## src/rtl/cache_pkg.sv

```systemverilog
// cache_pkg
// Shared types and constants for the cache fill/invalidate/flush controller.
//   - cache_state_e : controller states
//   - INDEX_W/TAG_W : cache array index and tag widths
//   - INDEX_MSB/LSB, TAG_MSB/LSB : where index and tag sit in a 24-bit address
package cache_pkg;

  localparam int ADR_W     = 24;
  localparam int DATA_W    = 32;
  localparam int BE_W      = 4;
  localparam int INDEX_W   = 10;
  localparam int TAG_W     = 12;
  localparam int INDEX_LSB = 2;
  localparam int INDEX_MSB = INDEX_LSB + INDEX_W - 1;  // 11
  localparam int TAG_LSB   = INDEX_MSB + 1;            // 12
  localparam int TAG_MSB   = TAG_LSB + TAG_W - 1;      // 23

  // Byte enables are active-low: all ones means no byte lane enabled.
  localparam logic [BE_W-1:0] BE_NONE_L = 4'b1111;

  typedef enum logic [1:0] {
    ST_IDLE  = 2'd0,
    ST_FLUSH = 2'd1,
    ST_FILL  = 2'd2,
    ST_INVAL = 2'd3
  } cache_state_e;

endpackage

```

## src/rtl/cache_sweep_ctr.sv

```systemverilog
// cache_sweep_ctr
// Index counter for the whole-cache flush sweep.
//   i_clk   : clock, rising edge
//   i_rst   : asynchronous active-high reset (count -> 0)
//   i_clr   : load zero (has priority over i_en)
//   i_en    : increment
//   o_count : current count
//   o_tc    : terminal count (count is the last index)
module cache_sweep_ctr
  import cache_pkg::*;
(
  input  logic               i_clk,
  input  logic               i_rst,
  input  logic               i_clr,
  input  logic               i_en,
  output logic [INDEX_W-1:0] o_count,
  output logic               o_tc
);

  logic [INDEX_W-1:0] r_count;

  always_ff @(posedge i_clk or posedge i_rst) begin
    if (i_rst) begin
      r_count <= '0;
    end else if (i_clr) begin
      r_count <= '0;
    end else if (i_en) begin
      r_count <= r_count + 1'b1;
    end
  end

  assign o_count = r_count;
  assign o_tc    = &r_count;

endmodule

```

## src/rtl/cache_fill_ctl.sv

```systemverilog
// cache_fill_ctl
// Cache array write controller: single-longword fills, single-line
// invalidates and a whole-cache flush sweep, all sharing one write port.
//
// Build option: CACHE_PWRUP_FLUSH_EN -- when defined the controller leaves
// reset in FLUSH and sweeps the whole array once; otherwise it leaves reset
// in IDLE.
//
// Ports
//   b_clk_l                 : clock, all state on rising edge
//   init_h                  : asynchronous active-high reset
//   flush_req_h             : 1-cycle pulse, invalidate whole cache
//   inval_req_h/inval_adr_h : invalidate one line, held until inval_ack_h
//   fill_req_h/fill_adr_h/fill_data_h/fill_be_l : fill request (level),
//                             transfers when fill_req_h & fill_rdy_h
//   fill_rdy_h              : controller can accept a fill this cycle
//   inval_ack_h             : invalidate performed (1 cycle)
//   flush_done_h            : flush sweep complete (1 cycle)
//   cache_grp0_wr_h, wr_index_h, wr_tag_h, cache_wdata_h, ena_byte_l,
//   cache_valid_0_h         : array write port
//   ca_hit_inh_h            : forces cache misses
//   busy_h                  : controller not idle
module cache_fill_ctl
  import cache_pkg::*;
(
  input  logic               b_clk_l,
  input  logic               init_h,
  input  logic               flush_req_h,
  input  logic               inval_req_h,
  input  logic [ADR_W-1:0]   inval_adr_h,
  input  logic               fill_req_h,
  input  logic [ADR_W-1:0]   fill_adr_h,
  input  logic [DATA_W-1:0]  fill_data_h,
  input  logic [BE_W-1:0]    fill_be_l,
  output logic               fill_rdy_h,
  output logic               inval_ack_h,
  output logic               flush_done_h,
  output logic               cache_grp0_wr_h,
  output logic [INDEX_W-1:0] wr_index_h,
  output logic [TAG_W-1:0]   wr_tag_h,
  output logic [DATA_W-1:0]  cache_wdata_h,
  output logic [BE_W-1:0]    ena_byte_l,
  output logic               cache_valid_0_h,
  output logic               ca_hit_inh_h,
  output logic               busy_h
);

`ifdef CACHE_PWRUP_FLUSH_EN
  localparam cache_state_e RST_STATE = ST_FLUSH;
`else
  localparam cache_state_e RST_STATE = ST_IDLE;
`endif

  cache_state_e       r_state, w_state_next;
  logic               r_flush_pend, w_flush_pend_next;
  logic               r_last;      // the write on the port now is the last sweep index
  logic               r_rdy;       // IDLE with no flush pending
  logic               r_wr, r_valid, r_ack, r_done, r_busy, r_hit_inh;
  logic [INDEX_W-1:0] r_index;
  logic [TAG_W-1:0]   r_tag;
  logic [DATA_W-1:0]  r_wdata;
  logic [BE_W-1:0]    r_be_l;

  logic               w_wr_next, w_valid_next, w_ack_next, w_done_next;
  logic [INDEX_W-1:0] w_index_next;
  logic [TAG_W-1:0]   w_tag_next;
  logic [DATA_W-1:0]  w_wdata_next;
  logic [BE_W-1:0]    w_be_l_next;

  logic [INDEX_W-1:0] w_count;
  logic               w_tc, w_sweep_load, w_enter_flush, w_flush_any, w_xfer;
  logic               w_unused_adr_bits;

  // Only the index/tag fields of the addresses are used.
  assign w_unused_adr_bits = ^{inval_adr_h[ADR_W-1:INDEX_MSB+1], inval_adr_h[INDEX_LSB-1:0],
                               fill_adr_h[INDEX_LSB-1:0]};

  // The state-dependent part is registered; the request terms withdraw
  // readiness in the same cycle so a fill never races a flush/invalidate.
  assign fill_rdy_h  = r_rdy & ~flush_req_h & ~inval_req_h;
  assign w_xfer      = fill_req_h & fill_rdy_h;
  assign w_flush_any = r_flush_pend | flush_req_h;

  // Next-state logic.
  always_comb begin
    w_state_next = r_state;
    case (r_state)
      ST_IDLE: begin
        if (w_flush_any)      w_state_next = ST_FLUSH;
        else if (inval_req_h) w_state_next = ST_INVAL;
        else if (w_xfer)      w_state_next = ST_FILL;
      end
      ST_FLUSH: if (r_last) w_state_next = ST_IDLE;
      default:  w_state_next = ST_IDLE;
    endcase
  end

  // Every edge that keeps/enters FLUSH puts one more sweep index on the port.
  assign w_sweep_load      = (w_state_next == ST_FLUSH);
  assign w_enter_flush     = (r_state != ST_FLUSH) && w_sweep_load;
  // A flush request that arrives mid-sweep is remembered, not restarted.
  assign w_flush_pend_next = w_enter_flush ? 1'b0 : (r_flush_pend | flush_req_h);

  cache_sweep_ctr u_sweep_ctr (
    .i_clk   (b_clk_l),
    .i_rst   (init_h),
    .i_clr   (~w_sweep_load),
    .i_en    (w_sweep_load),
    .o_count (w_count),
    .o_tc    (w_tc)
  );

  // Output values for the coming cycle, selected by the state being entered.
  always_comb begin
    w_wr_next    = 1'b0;
    w_index_next = '0;
    w_tag_next   = '0;
    w_wdata_next = '0;
    w_be_l_next  = BE_NONE_L;
    w_valid_next = 1'b0;
    w_ack_next   = 1'b0;
    w_done_next  = 1'b0;
    case (w_state_next)
      ST_FILL: begin
        w_wr_next    = 1'b1;
        w_index_next = fill_adr_h[INDEX_MSB:INDEX_LSB];
        w_tag_next   = fill_adr_h[TAG_MSB:TAG_LSB];
        w_wdata_next = fill_data_h;
        w_be_l_next  = fill_be_l;
        w_valid_next = 1'b1;
      end
      ST_INVAL: begin
        w_wr_next    = 1'b1;
        w_index_next = inval_adr_h[INDEX_MSB:INDEX_LSB];
        w_ack_next   = 1'b1;
      end
      ST_FLUSH: begin
        w_wr_next    = 1'b1;
        w_index_next = w_count;
      end
      default: w_done_next = (r_state == ST_FLUSH);
    endcase
  end

  always_ff @(posedge b_clk_l or posedge init_h) begin
    if (init_h) begin
      r_state      <= RST_STATE;
      r_flush_pend <= 1'b0;
      r_last       <= 1'b0;
      r_rdy        <= 1'b0;
      r_wr         <= 1'b0;
      r_index      <= '0;
      r_tag        <= '0;
      r_wdata      <= '0;
      r_be_l       <= BE_NONE_L;
      r_valid      <= 1'b0;
      r_ack        <= 1'b0;
      r_done       <= 1'b0;
      r_busy       <= 1'b0;
      r_hit_inh    <= 1'b1;
    end else begin
      r_state      <= w_state_next;
      r_flush_pend <= w_flush_pend_next;
      r_last       <= w_sweep_load & w_tc;
      r_rdy        <= (w_state_next == ST_IDLE) & ~w_flush_pend_next;
      r_wr         <= w_wr_next;
      r_index      <= w_index_next;
      r_tag        <= w_tag_next;
      r_wdata      <= w_wdata_next;
      r_be_l       <= w_be_l_next;
      r_valid      <= w_valid_next;
      r_ack        <= w_ack_next;
      r_done       <= w_done_next;
      r_busy       <= (w_state_next != ST_IDLE);
      // Hits stay inhibited for one extra cycle once the done pulse has gone out.
      r_hit_inh    <= (w_state_next == ST_FLUSH) | (w_state_next == ST_FILL) | r_done;
    end
  end

  assign cache_grp0_wr_h = r_wr;
  assign wr_index_h      = r_index;
  assign wr_tag_h        = r_tag;
  assign cache_wdata_h   = r_wdata;
  assign ena_byte_l      = r_be_l;
  assign cache_valid_0_h = r_valid;
  assign inval_ack_h     = r_ack;
  assign flush_done_h    = r_done;
  assign busy_h          = r_busy;
  assign ca_hit_inh_h    = r_hit_inh;

endmodule

```

## config.mk

```make
export PLATFORM = sky130hd
export DESIGN_NAME = cache_fill_ctl
export DESIGN_NICKNAME = d
export VERILOG_FILES = /design/src/rtl/cache_pkg.sv /design/src/rtl/cache_sweep_ctr.sv /design/src/rtl/cache_fill_ctl.sv
export SDC_FILE = /design/constraint.sdc
export NUM_CORES = 1
export LEC_CHECK = 0
export ABC_AREA = 0
export BUFFER_PORTS_ARGS = -buffer_cell sky130_fd_sc_hd__clkbuf_2
export CORE_MARGIN = 5
export CORE_UTILIZATION = 40
export DETAILED_ROUTE_END_ITERATION = 7
export GPL_ROUTABILITY_DRIVEN = 1
export PLACE_DENSITY = 0.74
export SLEW_MARGIN = 25
export SYNTH_ARGS = -nofsm -noshare
export SYNTH_HDL_FRONTEND = slang
export SYNTH_SLANG_ARGS = --single-unit
```

## constraint.sdc

```tcl
create_clock -name b_clk_l -period 5.5 [get_ports b_clk_l]
set_clock_uncertainty 0.2 [all_clocks]
set_input_delay 0.275 -clock b_clk_l [delete_from_list [all_inputs] [get_ports b_clk_l]]
set_output_delay 0.275 -clock b_clk_l [all_outputs]
set_load 0.01 [all_outputs]
```

==> metrics.md, run 1 <==
| Metric | Value |
|---|---|
| Register Area | 0.00196 mm² |
| Htree depth | 3 |
| Slew @ Worst Pin | 675 ps |
| Starting Density | 40.9% |
| R2R Setup Slk | 2190 ps |
| Cell mode on critical path | or3_1 |
| Dpl hpwl | 4.56 mm |
| Clock buffer depth | 2 |
| Final period utilization | 60.1% |
| Routed Wire Length | 7.46 mm |
| Core area | 0.00679 mm² |
| Overall power | 0.00124 W |
| Rel. slew slack | 55.0% |
| Drt pass-1 iters | 5 |
| Crit. End Element | flip-flop |
| Yosys cell types | 26 |
| Reg2reg end | wr_index_h[1] |
| Crit path largest cell delay | 590 ps |
| Post-synthesis sequential area ratio | 70.4% |
| CTS Hold Buffers Added | 54 |
| Root Buffer | clkbuf_8 |
| Die area | 0.00872 mm² |
| CP Launch Point | r_state[0] |
| Fin util | 63.2% |
| Worst-path fanout max | 42 |
| Setup Buffers After CTS | 0 |
| GRT Overall Usage | 18.3% |
| Ys Warns | 0 |
| Mapped cell area | 0.00278 mm² |
| Area of the multi-input gates | 756 µm² |
| Yosys top cell by area | dfrtp_1 |
| Most frequent cells in the layout | clkbuf_2, dfrtp_1, dlygate4sd3_1 |
| Number of synthesized register bits | 78 |
| Startpoint types | flip-flop |
| RSZ-0062 raised after global routing | false |
| CTS Buf Count | 9 |
| Share of layout cells above drive strength 1 | 39.5% |
| Syn_area_per_cell | 13.1 µm² |
| Crit path DAT | 3370 ps |
| Initial antenna violation count | 0 |
| Vias | 2308 |
| Crit-path cells | or3_1, or3_1, inv_1, ha_1, buf_4, a222oi_1, dlygate4sd3_1, nor2_1 |
| Clock slew at reported path FFs | 80 ps |
| Hold WC Path Type | in2reg |
| Tmin final | 3310 ps |
| Maximum clock frequency | 302 MHz |
| Fin. max-slew vios | 0 |
| Hold_sp | fill_adr_h[9] |
| Worst R2R Start | r_state[0] |
| Most common cell after layout, fill and taps aside | clkbuf_2 |
| P_leak | 2.27 nW |
| Power Dens Cells | 289 mW/mm² |
| Status | finished, final reports clean |
| Fillers | 550 |
| Post-synth top area share | 65.7% |
| GPL Wtd Cong | 0.747 |
| Worst reg-to-reg path cell count | 8 |
| Hold EP | wr_index_h[7] |
| Final setup viols | 0 |
| Vias per inst | 4.53 |
| Final Hold Viols | 0 |
| Clock tree from TritonCTS | done |
| Synth top area cells | dfrtp_1, and2_1, dfstp_2 |
| Hold Path Stages | 3 |
| I/O pin count | 154 |
| Largest net degree at the start of global routing | 79 |
| Placed Area | 0.00356 mm² |
| Vias in the first global route | 2545 |
| I/O Buffers | 137 |
| Rows | 30 |
| DRC viols | 0 |
| Resized Gates After CTS | 0 |
| Antenna cells | 0 |
| Number of max-cap violations | 0 |
| Die height | 93.4 µm |
| First-pass GRT wire length | 12.2 mm |
| Drt wl/cell | 14.7 µm |
| Cell area after layout | 0.00429 mm² |
| WS Path Type | reg2reg |
| Initial detailed-routing violation count | 134 |
| Post-Syn Nets | 307 |
| Remaining antenna violation count after routing | 0 |
| DIE WIDTH | 93.4 µm |
| Clock sinks | 78 |
| Setup TNS | 0 ps |
| Nets | 502 |
| P&R area growth vs syn | 54.3% |
| CP max-delay cell | dlygate4sd3_1 |
| Synthesized instance count | 213 |
| Maximum vdd drop | 0.135 mV |
| Worst skew pair latency | 330 ps |
| Crit path required time | 5560 ps |
| Grt ovf | 0 |
-- layer usage --
layer | track usage (%) | part of all wire, %
met5 | 0 | 0
met4 | 7.33 | 1.2
met2 | 33.5 | 57
met1 | 20.2 | 36
met3 | 4.26 | 6.5
-- metrics by stage --
| step | hold slack [ps] | std cells | setup WS (ps) |
|---|---|---|---|
| after floorplan | 185 | 213 | 3040 |
| after global placement | 248 | 438 | 2770 |
| after detailed placement | 250 | 438 | 2700 |
| after CTS | 0.366 | 508 | 2160 |
| after global routing | 12.8 | 509 | 2020 |
| final | 10.4 | 509 | 2190 |
-- registers in the layout (all words and copies together) (netlist names) --
name / flops
busy_h: 1
r_state: 2
ca_hit_inh_h: 1
wr_index_h: 10
inval_ack_h: 1
flush_done_h: 1
wr_tag_h: 12
r_rdy: 1
r_last: 1
u_sweep_ctr.o_count: 10
cache_valid_0_h: 1
r_flush_pend: 1
cache_wdata_h: 32
ena_byte_l: 4
-- worst max path at each step --
stage	to	depth (start not counted)	slack [ps]
floorplan	busy_h	1	3040
global placement	wr_index_h[2]	7	2770
detailed placement	wr_index_h[2]	7	2700
CTS	wr_index_h[1]	8	2160
global route	wr_index_h[1]	8	2020
finish	wr_index_h[1]	8	2190
-- cells by family after synthesis --
group,after synthesis,share of synthesized area (%)
simple gates,86,17.8
flops,78,70.4
compound gates,23,5.85
buf+inv,17,2.43
fa+ha+maj,5,2.25
xor+xnor,3,0.945
mux,1,0.360
-- worst max-delay path: cells and delay by family (launching register included) --
| kind | cells | cell delay [ps] |
|---|---|---|
| simple gates | 3 | 880 |
| flops | 1 | 390 |
| compound gates | 1 | 110 |
| fa+ha+maj | 1 | 510 |
| buf+inv | 3 | 1130 |
-- area by class of cell --
cell class	count	area share (%)
inverter	7	0.641
timing repair buffer	194	29.2
sequential	78	45.6
multi-input combinational	118	17.6
tap	96	2.80
clock inverter	6	0.875
clock buffer	10	3.21
-- power breakdown --
part           internal, W  switching [W]  leakage (nW)
logic             0.000109      0.0000971          1.16
registers         0.000622      0.0000414          1.03
clock network     0.000174       0.000196        0.0841
-- cells in the mapped netlist (all sizes together) --
master / number
clkbuf: 9
o21ai: 4
dfstp: 5
xor2: 1
o31ai: 1
nand2: 3
nor2: 16
and2: 45
nor3b: 1
nand4: 3
xnor2: 2
or2: 1
a22oi: 2
buf: 1
or3: 4
dfrtp: 73
ha: 5
mux2i: 1
nand3: 3
a222oi: 8
inv: 7
nor3: 2
or4: 2
nand2b: 6
a21oi: 8
(Power assumes the default switching activity.)
==> run 2: changes to the inputs <==
clock period = 3.3 ns   (was 5.5 ns; I/O delays follow)
==> run 2 against run 1 <==
  * Hold slack improved by 9.8 ps
  * Wire length grew 2.4%
  * Sequential share of layout area fell by 1.5 points
  * Combinational power is 91% higher
  * Critical endpoint is now wr_index_h[4]
  * Largest power group unchanged
==> metrics.md, run 2 (same netlist as run 1, synthesis figures left out) <==
| Metric | Value |
|---|---|
| Status | finished, final reports clean |
| Core area | 0.00679 mm² (unchanged) |
| Switch Pwr | 0.000549 W (+64%) |
| Top delay family on crit path | buffers and inverters |
| Cell-internal power | 0.00155 W (+71%) |
| Die height | 93.4 µm (unchanged) |
| Clock buffer depth | 2 (unchanged) |
| Crit path largest cell delay | 630 ps (+40 ps) |
| Crit. End Element | flip-flop |
| Starting Density | 40.9% (unchanged) |
| Power Dens Cells | 473 mW/mm² (+64%) |
| Dpl cells | 440 (+0.46%) |
| Switch share | 26.1% (-0.84 points) |
| I/O pin count | 154 (unchanged) |
| Grt ovf | 0 (unchanged) |
| GPL Wtd Cong | 0.751 (+0.55%) |
| Setup TNS | 0 ps (unchanged) |
| Routed Wire Length | 7.64 mm (+2.4%) |
| Maximum clock frequency | 322 MHz |
| DRC viols | 0 (unchanged) |
| Worst reg-to-reg path cell count | 6 (-2) |
| Hold EP | r_state[0] |
| Fin util | 65.4% (+2.2 points) |
| CP max-delay cell | dlygate4sd3_1 |
| Initial detailed-routing violation count | 90 (-33%) |
| I/O Buffers | 137 (unchanged) |
| Root Buffer | clkbuf_8 |
| Final period utilization | 94.0% |
| WP buf/inv | 3 (unchanged) |
| Setup Buffers After CTS | 0 (unchanged) |
| Crit-path cells | dlygate4sd3_1, clkbuf_2, or3_1, or3_1, ha_1, a222oi_1, dlygate4sd3_1, nor2_1 |
| Maximum vdd drop | 0.345 mV (+160%) |
| Vias in the first global route | 2603 (+2.3%) |
| Crit path required time | 3300 ps (-2260 ps) |
| Hold Path Stages | 3 (unchanged) |
| R2R Setup Slk | 290 ps (-1900 ps) |
| Placed Area | 0.00358 mm² (+0.42%) |
| Drt wl/cell | 14.5 µm (-0.95%) |
| WS Path Type | in2reg |
| Share of layout cells above drive strength 1 | 37.4% (-2.0 points) |
| Clock tree from TritonCTS | done |
| P_leak | 2.33 nW (+2.7%) |
| Startpoint types | input port |
| Initial antenna violation count | 0 (unchanged) |
| Die area | 0.00872 mm² (unchanged) |
| Rows | 30 (unchanged) |
| Slew @ Worst Pin | 647 ps (-27.9 ps) |
| Final setup viols | 0 (unchanged) |
| Clock sinks | 78 (unchanged) |
| Overall power | 0.00210 W (+70%) |
| Worst R2R Start | r_state[0] |
| Worst-path fanout max | 14 (-67%) |
| Nets | 519 (+3.4%) |
| P&R area growth vs syn | 59.7% |
| Hold_sp | inval_req_h |
| Rel. slew slack | 56.8% (+1.9 points) |
| Antenna cells | 0 (unchanged) |
| Most common cell after layout, fill and taps aside | clkbuf_2 |
| Largest net degree at the start of global routing | 55 (-30%) |
| Tmin final | 3100 ps |
| Fin. max-slew vios | 0 (unchanged) |
| Vias | 2373 (+2.8%) |
| Worst skew pair latency | 340 ps (about the same) |
| Drt pass-1 iters | 4 (-1) |
| Number of cells in the finished layout apart from fillers | 526 (+3.3%) |
| Number of flip-flops in the largest register | 32 (unchanged) |
| Seq pwr share | 52.8% (-0.8 points) |
| Cell area after layout | 0.00444 mm² (+3.5%) |
| Crit path DAT | 3100 ps (-270 ps) |
| GRT Overall Usage | 18.4% (+0.15 points) |
| RSZ-0062 raised after global routing | false |
| Final Hold Viols | 0 (unchanged) |
| Hold WC Path Type | in2reg |
| Most frequent cells in the layout | clkbuf_2, dfrtp_1, dlygate4sd3_1 |
| Clock slew at reported path FFs | 70 ps (about the same) |
| Share of total power in the clock network | 28.6% (-1.2 points) |
| First-pass GRT wire length | 12.3 mm (+0.97%) |
| CTS Buf Count | 9 (unchanged) |
| DIE WIDTH | 93.4 µm (unchanged) |
| Dpl hpwl | 4.69 mm (+2.9%) |
| Number of max-cap violations | 0 (unchanged) |
| Vias per inst | 4.51 (-0.51%) |
| Comb pwr share | 18.7% (+2.1 points) |
| Htree depth | 3 (unchanged) |
| Remaining antenna violation count after routing | 0 (unchanged) |
| Reg2reg end | wr_index_h[4] |
-- run 2: cell types whose count changed in the layout (fill, tap and decap cells not counted) --
cell	previous run	this run
o21ai_0	4	3
buf_6	1	0
inv_4	0	1
clkbuf_1	0	4
dlygate4sd3_1	55	70
clkinv_2	4	2
clkinvlp_4	3	0
o21ai_1	0	1
buf_4	1	4
-- run 2: worst max path at each step --
stage | start | endpoint | slack [ps] | cells past startpoint
3_5_place_dp | r_state[0] | u_sweep_ctr.o_count[6] | 810 | 7
2_1_floorplan | init_h | busy_h | 950 | 1
5_1_grt | flush_req_h | wr_index_h[0] | 50 | 9
3_3_place_gp | r_state[0] | wr_index_h[7] | 870 | 6
6_report | flush_req_h | wr_index_h[4] | 200 | 8
4_1_cts | flush_req_h | wr_index_h[7] | 220 | 9
-- run 2: per-layer routing --
layer	GRT usage, %	vias to the layer above	share of wire (%)	routed length, µm
li1	-	1126	-	-
met1	19.5	1123	35	2670
met2	34.2	105	56	4240
met3	4.18	19	6.9	528
met4	8.55	0	2.6	195
met5	0	-	0	0
-- run 2: stage by stage --
stage | hold WS [ps] | worst slack [ps]
final | 20.1 | 197
after global routing | 48.0 | 47.7
after CTS | 69.7 | 220
after detailed placement | 161 | 813
after global placement | 154 | 871
after floorplan | 75.0 | 948
-- run 2: what timing repair did --
item                                   4_1_cts  5_1_grt
resized for setup                            0        1
setup endpoints to repair                    0        6
hold buffers                                70        0
endpoints found under the hold margin      108        0
-- run 2: area by class of cell --
cell class,instances,area (µm²)
Fill cell,533,2350
Multi-Input combinational cell,118,756
Sequential cell,78,1960
Tap cell,96,120
Timing Repair Buffer,211,1420
Clock inverter,2,10.0
Inverter,7,28.8
Clock buffer,14,153
-- run 2: tightest hold or removal path, cell delays in order --
cell and delay, ps:
clkbuf_2 110, o21ai_1 120, inv_1 110
-- run 2: power groups by stage --
stage,logic (W),clock network [W],registers (W)
after global placement,0.000272,0,0.00112
after global routing,0.000436,0.000672,0.00112
after CTS,0.000388,0.000625,0.00111
after floorplan,0.000142,0,0.00113
final,0.000393,0.000600,0.00111
after detailed placement,0.000282,0,0.00112
==> run 3: changes to the inputs <==
CORE_UTILIZATION = 44   (was 40)
PLACE_DENSITY = 0.8   (was 0.74)
==> run 3 against run 2 <==
  * Sequential share of layout area fell by 0.37 points
  * Wire length decreased by 2.2%
  * Register-to-register slack worse by 90 ps
  * Critical path depth up 2
  * Die area fell by 8.1%
  * Total power increased by 8.6%
  * Count of clock-buffer cells in the layout fell by 1
  * Global-route usage grew 1.4 points
  * Critical endpoint is now wr_index_h[6]
  * Largest cell class unchanged
==> metrics.md, run 3 (same netlist as run 1, synthesis figures left out) <==
| Metric | Value |
|---|---|
| Final Hold Viols | 0 (unchanged) |
| Routed Wire Length | 7.47 mm (-2.2%) |
| Switch Pwr | 0.000556 W (+1.2%) |
| Root Buffer | clkbuf_8 |
| Vias in the first global route | 2490 (-4.3%) |
| Rel. slew slack | 63.1% (+6.3 points) |
| Seq pwr share | 48.4% (-4.4 points) |
| Number of cells in the finished layout apart from fillers | 506 (-3.8%) |
| Most frequent cells in the layout | clkbuf_2, dfrtp_1, dlygate4sd3_1 |
| Crit path required time | 3360 ps (+60 ps) |
| Core area | 0.00624 mm² (-8.1%) |
| Clock sinks | 78 (unchanged) |
| Clock buffer depth | 2 (unchanged) |
| Share of total power in the clock network | 34.9% (+6.3 points) |
| Initial detailed-routing violation count | 110 (+22%) |
| Remaining antenna violation count after routing | 0 (unchanged) |
| DRC viols | 0 (unchanged) |
| Starting Density | 44.6% (+3.6 points) |
| Final setup viols | 0 (unchanged) |
| Cell-internal power | 0.00173 W (+11%) |
| Tmin final | 3180 ps (+78.9 ps) |
| Die height | 89.5 µm (-4.2%) |
| CTS Buf Count | 9 (unchanged) |
| Crit path DAT | 3250 ps (+150 ps) |
| I/O pin count | 154 (unchanged) |
| Share of layout cells above drive strength 1 | 38.0% (+0.55 points) |
| Vias | 2335 (-1.6%) |
| Rows | 29 (-3.3%) |
| Switch share | 24.4% (-1.8 points) |
| Final period utilization | 96.4% (+2.4 points) |
| Comb pwr share | 16.7% (-2.0 points) |
| Startpoint types | input port |
| Clock tree from TritonCTS | done |
| Setup Buffers After CTS | 0 (unchanged) |
| WS Path Type | in2reg |
| Power Dens Cells | 509 mW/mm² (+7.7%) |
| Vias per inst | 4.61 (+2.3%) |
| Slew @ Worst Pin | 553 ps (-94.2 ps) |
| Drt pass-1 iters | 7 (+3) |
| Grt ovf | 0 (unchanged) |
| Dpl hpwl | 4.82 mm (+2.7%) |
| P_leak | 2.35 nW (+0.74%) |
| Largest net degree at the start of global routing | 66 (+20%) |
| Worst skew pair latency | 340 ps (about the same) |
| First-pass GRT wire length | 11.8 mm (-3.8%) |
| Status | finished, final reports clean |
| Initial antenna violation count | 0 (unchanged) |
| Fin. max-slew vios | 0 (unchanged) |
| I/O Buffers | 137 (unchanged) |
| Crit. End Element | flip-flop |
| Crit path largest cell delay | 590 ps (-40 ps) |
| Worst-path fanout max | 18 (+4) |
| Final hold slack | 99.9 ps (+79.8 ps) |
| GPL Wtd Cong | 0.735 (-2.2%) |
| GRT Overall Usage | 19.8% (+1.4 points) |
| Clock slew at reported path FFs | 80 ps (about the same) |
| Crit-path cells | dlygate4sd3_1, clkbuf_2, or3_1, or3_1, inv_1, ha_2, buf_4, a22oi_1, dlygate4sd3_1, a21oi_1 |
| Maximum clock frequency | 314 MHz (-2.5%) |
| Htree depth | 3 (unchanged) |
| Hold WC Path Type | in2reg |
| Nets | 518 (-0.19%) |
| Dpl cells | 420 (-4.5%) |
| P&R area growth vs syn | 61.0% |
| Most common cell after layout, fill and taps aside | clkbuf_2 |
| RSZ-0062 raised after global routing | true |
| Die area | 0.00801 mm² (-8.1%) |
| CP max-delay cell | dlygate4sd3_1 |
| DIE WIDTH | 89.5 µm (-4.2%) |
| Antenna cells | 0 (unchanged) |
| Number of flip-flops in the largest register | 32 (unchanged) |
| Drt wl/cell | 14.8 µm (+1.7%) |
| Number of max-cap violations | 0 (unchanged) |
| Maximum vdd drop | 0.339 mV (-1.7%) |
[run 3: changes by cell type in the layout (fill, tap and decap cells not counted), sizes merged]
cell      change
clkinvlp      +1
clkinv        -1
clkbuf        -1
inv           -1
bufinv        +2
buf           -1
[run 3: metrics by stage]
step	util (%)	setup WS, ps	cell area (µm²)	power, W	TNS [ps]
2_1_floorplan	-	948	2780	0.00127	0
3_3_place_gp	56.9	877	3550	0.00139	0
3_5_place_dp	56.9	799	3550	0.00140	0
4_1_cts	71.8	180	4480	0.00230	0
5_1_grt	71.8	-48.6	4480	0.00241	-48.6
6_report	71.8	118	4480	0.00228	0
[run 3: final timing paths]
path | cells past startpoint | startpoint | slack [ps] | end
setup / recovery | 10 | flush_req_h | 120 | wr_index_h[6]
hold / removal | 3 | inval_req_h | 100 | r_state[0]
setup reg to reg | 8 | r_state[0] | 200 | wr_index_h[6]
hold reg to reg | 1 | flush_done_h | 280 | ca_hit_inh_h
max in group asynchronous | 4 | init_h | 2070 | cache_wdata_h[21]
min in group asynchronous | 3 | init_h | 220 | cache_wdata_h[24]
[run 3: metal layers]
| metal | vias to the layer above | routed length [µm] | track usage (%) | share of wire [%] |
|---|---|---|---|---|
| met4 | 0 | 167 | 8.39 | 2.2 |
| met2 | 92 | 3950 | 36.2 | 53 |
| met1 | 1099 | 2780 | 21.7 | 37 |
| li1 | 1128 | - | - | - |
| met3 | 16 | 572 | 4.98 | 7.7 |
| met5 | - | 0 | 0 | 0 |
[run 3: worst max-delay path: cells and delay by family]
kind,cells,cell delay (ps)
AND/OR/NAND/NOR,2,770
buffers and inverters,5,1640
adder cells (fa/ha/maj),1,420
AO/OA/AOI/OAI,2,230
[run 3: repair_timing]
item                       in CTS  in global routing
resized for setup               0                  0
hold buffers                   70                  0
setup endpoints to repair       0                  1
hold endpoints to repair      119                  0
[run 3: layout make-up]
cell class	instances	area, µm²
Sequential cell	78	1960
Fill cell	431	1760
Timing Repair Buffer	210	1410
Multi-Input combinational cell	118	758
Clock buffer	13	159
Tap cell	77	96.3
Clock inverter	3	67.6
Inverter	7	31.3
[run 3: power groups by stage]
stage	sequential, W	combinational [W]	clock, W
floorplan	0.00113	0.000142	0
global placement	0.00112	0.000270	0
detailed placement	0.00112	0.000275	0
CTS	0.00110	0.000382	0.000817
global route	0.00112	0.000429	0.000864
finish	0.00110	0.000381	0.000796
